## src/rtl/shift_delay_line.sv

```systemverilog
// shift_delay_line: multi-word delay line with run-time tap, recirculation, zero fill, hold and fill tracking.
module shift_delay_line #(
  parameter int WIDTH = 1,
  parameter int DEPTH = 256,
  parameter int LW    = $clog2(DEPTH)
) (
  input  logic             clk,
  input  logic             rst,
  input  logic             en,
  input  logic [1:0]       mode,
  input  logic [WIDTH-1:0] din,
  input  logic             flush,
  input  logic             len_ld,
  input  logic [LW-1:0]    len_in,
  output logic [WIDTH-1:0] dout,
  output logic             dout_valid,
  output logic [LW-1:0]    len_q
);
  localparam logic [1:0] SHIFT = 2'b00, RECIRC = 2'b01, ZERO_FILL = 2'b10, HOLD = 2'b11;
  if (DEPTH < 2 || DEPTH != (1 << LW)) begin : g_bad_depth
    $error("shift_delay_line: DEPTH must be a power of two >= 2");
  end
  logic [DEPTH-1:0][WIDTH-1:0] stage;
  logic [LW:0]                 fcnt;
  logic [LW:0]                 full;
  logic [WIDTH-1:0]            fill;
  logic                        shift;
  logic                        count;
  always_comb begin
    full  = {1'b0, len_q} + (LW + 1)'(1);
    fill  = mode == RECIRC ? stage[len_q] : mode == ZERO_FILL ? '0 : din;
    shift = en && mode != HOLD;
    count = en && (mode == SHIFT || mode == ZERO_FILL) && fcnt != full;
  end
  always_ff @(posedge clk or posedge rst)
    if (rst) begin
      stage <= '0;
      fcnt  <= '0;
      len_q <= LW'(DEPTH - 1);
    end else begin
      stage <= flush ? '0 : shift ? {stage[DEPTH-2:0], fill} : stage;
      fcnt  <= (flush || len_ld) ? '0 : count ? fcnt + (LW + 1)'(1) : fcnt;
      if (len_ld) len_q <= len_in;
    end
  assign dout       = stage[len_q];
  assign dout_valid = fcnt == full;
endmodule

```

## config.mk

```make
export PLATFORM = sky130hd
export DESIGN_NAME = shift_delay_line
export DESIGN_NICKNAME = d
export VERILOG_FILES = /design/src/rtl/shift_delay_line.sv
export SDC_FILE = /design/constraint.sdc
export NUM_CORES = 1
export LEC_CHECK = 0
export CORE_ASPECT_RATIO = 1.2
export CORE_MARGIN = 2
export CORE_UTILIZATION = 62
export CTS_CLUSTER_SIZE = 10
export DETAILED_ROUTE_END_ITERATION = 10
export GPL_TIMING_DRIVEN = 0
export PLACE_DENSITY = 0.8
export REMOVE_ABC_BUFFERS = 1
export SLEW_MARGIN = 20
export SYNTH_ARGS = -nofsm -noshare
export SYNTH_HDL_FRONTEND = slang
export SYNTH_SLANG_ARGS = --single-unit
```

## constraint.sdc

```tcl
create_clock -name clk -period 18.3 [get_ports clk]
set_clock_uncertainty 0.2 [all_clocks]
set_input_delay 3.66 -clock clk [delete_from_list [all_inputs] [get_ports clk]]
set_output_delay 3.66 -clock clk [all_outputs]
set_load 0.05 [all_outputs]
```

After elaboration in Yosys (flattened, before gate mapping) --
Cells that the tools add are included.
Operators by class: $add $sub $neg 2, order comparisons 1, eq/ne operators 5, multiplexer cells 8, reductions and logical operators 8
Operator list (number):
- two-way mux 256 bit | 2
- two-way mux 9 bit | 2
- adder 8 x 1 -> 9 bit (second input constant) | 1
- adder 9 x 1 -> 9 bit (second input constant) | 1
- == test 9 bit | 1
- < comparator 8 x 9 -> 1 bit (second input constant) | 1
- != test 9 bit | 1
- binary-select mux 1 bit (select 8 bit) | 1
- nonzero test 2 bit | 2
- logical AND 1 bit | 3
- two-way mux 1 bit | 3
- == test 2 x 1 -> 1 bit (second input constant) | 1
- == test 2 bit (second input constant) | 1
- zero test 2 bit | 1
- logical OR 1 bit | 2
- != test 2 bit (second input constant) | 1
Word-level totals: register bits after elaboration 273, output and inout port bits 10, word-level logic and storage cells 282

Longest topological paths before layout --
word-level depth 6, depth in mapped cells 11, depth with buffers taken out 8

Least setup slack after synthesis --
Ideal clock, no wire load.
kind register to output, from reg len_q[0], to out dout, data arrival time 2.750 ns, data required time 14.440 ns, setup slack 11.690 ns, cell stages (with the launch flop) 11, path through dfstp_2 > buf_6 > buf_12 > buf_12 > buf_12 > mux2i_1 > a221oi_2 > o21ai_1 > a211o_1 > a311oi_1 > a31o_1
On the way: cells in the longest elaborated chain, start to end 2
RTL lines:
- from (decl) | line 17 | output logic [LW-1:0] len_q
- from (signal assigned) | line 39 | len_q <= LW'(DEPTH - 1);
- from (signal assigned) | line 43 | if (len_ld) len_q <= len_in;
- binary-select mux 1 bit (select 8 bit) | line 45 | assign dout = stage[len_q];
- two-way mux 1 bit (implied by the code) | line 45
- to (decl) | line 15 | output logic [WIDTH-1:0] dout,
No other way between the ends. The select of a mux whose other input is x is not followed.

Final worst setup path --
from reg len_q[2], to out dout
Same word-level chain as after synthesis.

==> results.json <==
{
  "dp_cells": 1089,
  "timing.final.crit_period_ns": 8.69,
  "crit_fanout": 27,
  "report.final.slew_viol_count": 0,
  "core_area_um2": 19500,
  "antenna_violating_nets_post_route": 0,
  "timing.max_cap.violations": 0,
  "grt_pass1_wl_mm": 45.2,
  "max_freq_ghz": 0.115,
  "first_global_vias": 8449,
  "yosys.area_share.xor_xnor": 0.00788,
  "most-common-layout-cells": "sky130_fd_sc_hd__dfrtp_1 (265), sky130_fd_sc_hd__a22o_1 (260), sky130_fd_sc_hd__mux4_2 (40)",
  "synth_flop_cell": "sky130_fd_sc_hd__dfrtp_1",
  "final_min_period_over_clock_period": 0.475,
  "clock_sink_count": 273,
  "combinational_family_with_the_most_area_after_synthesis": "compound AO/OA/AOI/OAI gates",
  "grt_remaining_overflow": 0,
  "post-cts-setup-buffer-count": 0,
  "htree_levels": 1,
  "totalWireLength_mm": 27.2,
  "die_w_um": 132,
  "boundaryPins": 26,
  "vertical_die_dimension_um": 158,
  "async_flop_share": 1.00,
  "detailedRoute.firstPassIterationCount": 5,
  "insertion_delay_ns": 0.54,
  "worstPathCellList": "clkinv_1 > mux4_2 > a22o_1 > a211oi_2 > a311oi_1 > a31o_1 > clkdlybuf4s50_1",
  "final_net_count": 879,
  "dpl_cell_area_um2": 13000,
  "tritoncts.num_buffers": 31,
  "finish.cell_count_without_fillers": 1145,
  "grt_start_max_net_pins": 108,
  "synthesis.instances": 866,
  "report.power.total_mw": 1.27,
  "gp_congestion": 0.829,
  "setup.worst_path.class": "register to output pin",
  "post_synth_main_area_contributors": "sky130_fd_sc_hd__dfrtp_1 (54%), sky130_fd_sc_hd__a22o_1 (19%), sky130_fd_sc_hd__mux4_2 (7.4%)",
  "layout-drive-gt1-share": 0.131,
  "place_hpwl_mm": 16.3,
  "die_area_um2": 20900,
  "setup_total_negative_slack_ns": 0,
  "syn2layout_area_growth_pct": 13.0,
  "synth_edf_count": 0,
  "critical_path.max_stage_delay_ns": 0.97,
  "count_of_buffers_inserted_at_the_top_level_ports": 25,
  "critical-path-slowest-cell": "sky130_fd_sc_hd__dfstp_2",
  "synth_top_area_cell": "sky130_fd_sc_hd__dfrtp_1",
  "cts_max_path_buffers": 3,
  "cts-hold-fix-buffers": 0,
  "worst-slew-pin-transition_ns": 0.900,
  "antenna_cells_inserted": 0,
  "route.detailed.wl_per_inst_um": 23.7,
  "floorplan.initialDensity": 0.628,
  "post_synth_instance_area_um2": 12200,
  "detail_route.iter0.violations": 703,
  "synth_warnings": 0,
  "powerDensity_nw_per_um2": 92.1,
  "grt.total_usage": 0.270,
  "worst_slew_margin_rel": 0.398,
  "layout.cells.most_common": "sky130_fd_sc_hd__dfrtp_1",
  "post-synth-top-area-fraction": 0.542,
  "critical_path_arrival_ns": 4.83,
  "hold_viol_final": 0,
  "synth_compound_gate_area_share": 0.221,
  "route.detailed.vias_per_inst": 7.15,
  "setup_viol": 0,
  "vias": 8185,
  "finish.utilization": 0.710,
  "synth-seq-area-share": 0.559,
  "synth-seq-cells": 273,
  "synth.mux.area_fraction": 0.140,
  "row_count": 56,
  "final_cell_area_um2": 13800,
  "final.fill_count": 1273,
  "p_leak_nw": 6.31,
  "crit_required_ns": 14.44,
  "synth.avg_cell_area_um2": 14.1,
  "number_of_antenna_violations_at_the_first_check_in_global_routing": 0,
  "tritoncts_clock_tree": "done",
  "drc": 0,
  "ctsRootBufferMaster": "sky130_fd_sc_hd__clkbuf_16",
  "post_synth_fa_ha_maj_area_fraction": 0.00205,
  "critical_path_startpoint_category": "register",
  "status": "finished clean",
  "min-delay-path-class": "register to register",
  "cts.clk_slew.worst_paths_ns": 0.05,
  "r2r_slack_ns": 14.49,
  "worst_setup_path_end_kind": "output pin",
  "rsz_0062_raised_after_global_routing": "false",
  "cts-resized-gates": 0,
  "synth-simple-area-share": 0.0339,
  "peakVddDrop_mv": 0.0763,
  "yosysUniqueCellTypes": 56
}
[cell type report]
| class | instances | area [um2] | area share |
|---|---|---|---|
| Clock inverter | 1 | 5.00 | 0.000362 |
| Tap cell | 261 | 327 | 0.0236 |
| Clock buffer | 55 | 866 | 0.0626 |
| Multi-Input combinational cell | 504 | 4970 | 0.360 |
| Timing Repair Buffer | 45 | 778 | 0.0563 |
| Sequential cell | 273 | 6850 | 0.495 |
| Inverter | 6 | 30.0 | 0.00217 |
[critical path: cells and delay by family, from the launching register on]
kind            cells  cell delay (ns)
flops               1             0.97
mux                 1             0.76
buf+inv             2             1.56
compound gates      4             0.97
[state kept, by name, summed over array words and instances (netlist names)]
register and count:
fcnt 9, stage 256, len_q 8
[layer usage]
| layer | track usage | up-vias | wire [um] |
|---|---|---|---|
| li1 | - | 3463 | - |
| met1 | 0.378 | 4360 | 11400 |
| met2 | 0.440 | 302 | 13500 |
| met3 | 0.0455 | 60 | 1580 |
| met4 | 0.0906 | 0 | 646 |
| met5 | 0 | - | 0 |
[logic make-up (layout without fill, tap and decap cells)]
family | count (synthesis) | in the layout
buffers and inverters | 89 | 107
XOR/XNOR | 11 | 11
adder cells (fa/ha/maj) | 2 | 2
multiplexers | 84 | 84
AO/OA/AOI/OAI | 324 | 324
flip-flops | 273 | 273
AND/OR/NAND/NOR | 83 | 83
[synthesized netlist by cell type, types with 4 or more instances]
library cell,number
sky130_fd_sc_hd__o21ai_0,16
sky130_fd_sc_hd__or4_1,4
sky130_fd_sc_hd__nand2_1,23
sky130_fd_sc_hd__clkbuf_1,54
sky130_fd_sc_hd__nand4_1,4
sky130_fd_sc_hd__inv_1,5
sky130_fd_sc_hd__mux4_1,22
sky130_fd_sc_hd__and3_1,4
sky130_fd_sc_hd__or3_1,6
sky130_fd_sc_hd__nor3_1,7
sky130_fd_sc_hd__mux2_2,9
sky130_fd_sc_hd__buf_4,4
sky130_fd_sc_hd__buf_2,12
sky130_fd_sc_hd__a22o_1,260
sky130_fd_sc_hd__a21oi_1,14
sky130_fd_sc_hd__a22oi_1,5
sky130_fd_sc_hd__xor2_1,8
sky130_fd_sc_hd__buf_1,7
sky130_fd_sc_hd__nor2b_1,5
sky130_fd_sc_hd__mux4_2,40
sky130_fd_sc_hd__dfstp_2,8
sky130_fd_sc_hd__o31ai_1,4
sky130_fd_sc_hd__nand3_1,4
sky130_fd_sc_hd__dfrtp_1,265
sky130_fd_sc_hd__nor2_1,18
sky130_fd_sc_hd__mux2i_1,13
[final timing paths]
| check | from | end | cells after the start |
|---|---|---|---|
| min in group asynchronous | rst | stage[214] | 2 |
| worst min register to register | stage[69] | stage[70] | 1 |
| worst min-delay path | stage[69] | stage[70] | 1 |
| max in group asynchronous | rst | len_q[2] | 4 |
| worst max register to register | len_q[2] | stage[0] | 7 |
| worst max-delay path | len_q[2] | dout | 7 |
[metrics by stage]
stage | hold WS (ns) | setup WS, ns
after floorplan | 0.268 | 4.22
after global placement | 0.285 | 0.381
after detailed placement | 0.300 | 10.25
after CTS | 0.319 | 9.65
after global routing | 0.325 | 9.51
final | 0.311 | 9.61
[power breakdown]
part / total [mW] / switching [mW] / internal [mW]
logic: 0.108 / 0.0673 / 0.0410
registers: 0.623 / 0.0147 / 0.608
clock network: 0.543 / 0.228 / 0.315
Note: power is estimated with default switching activity, not from simulation.
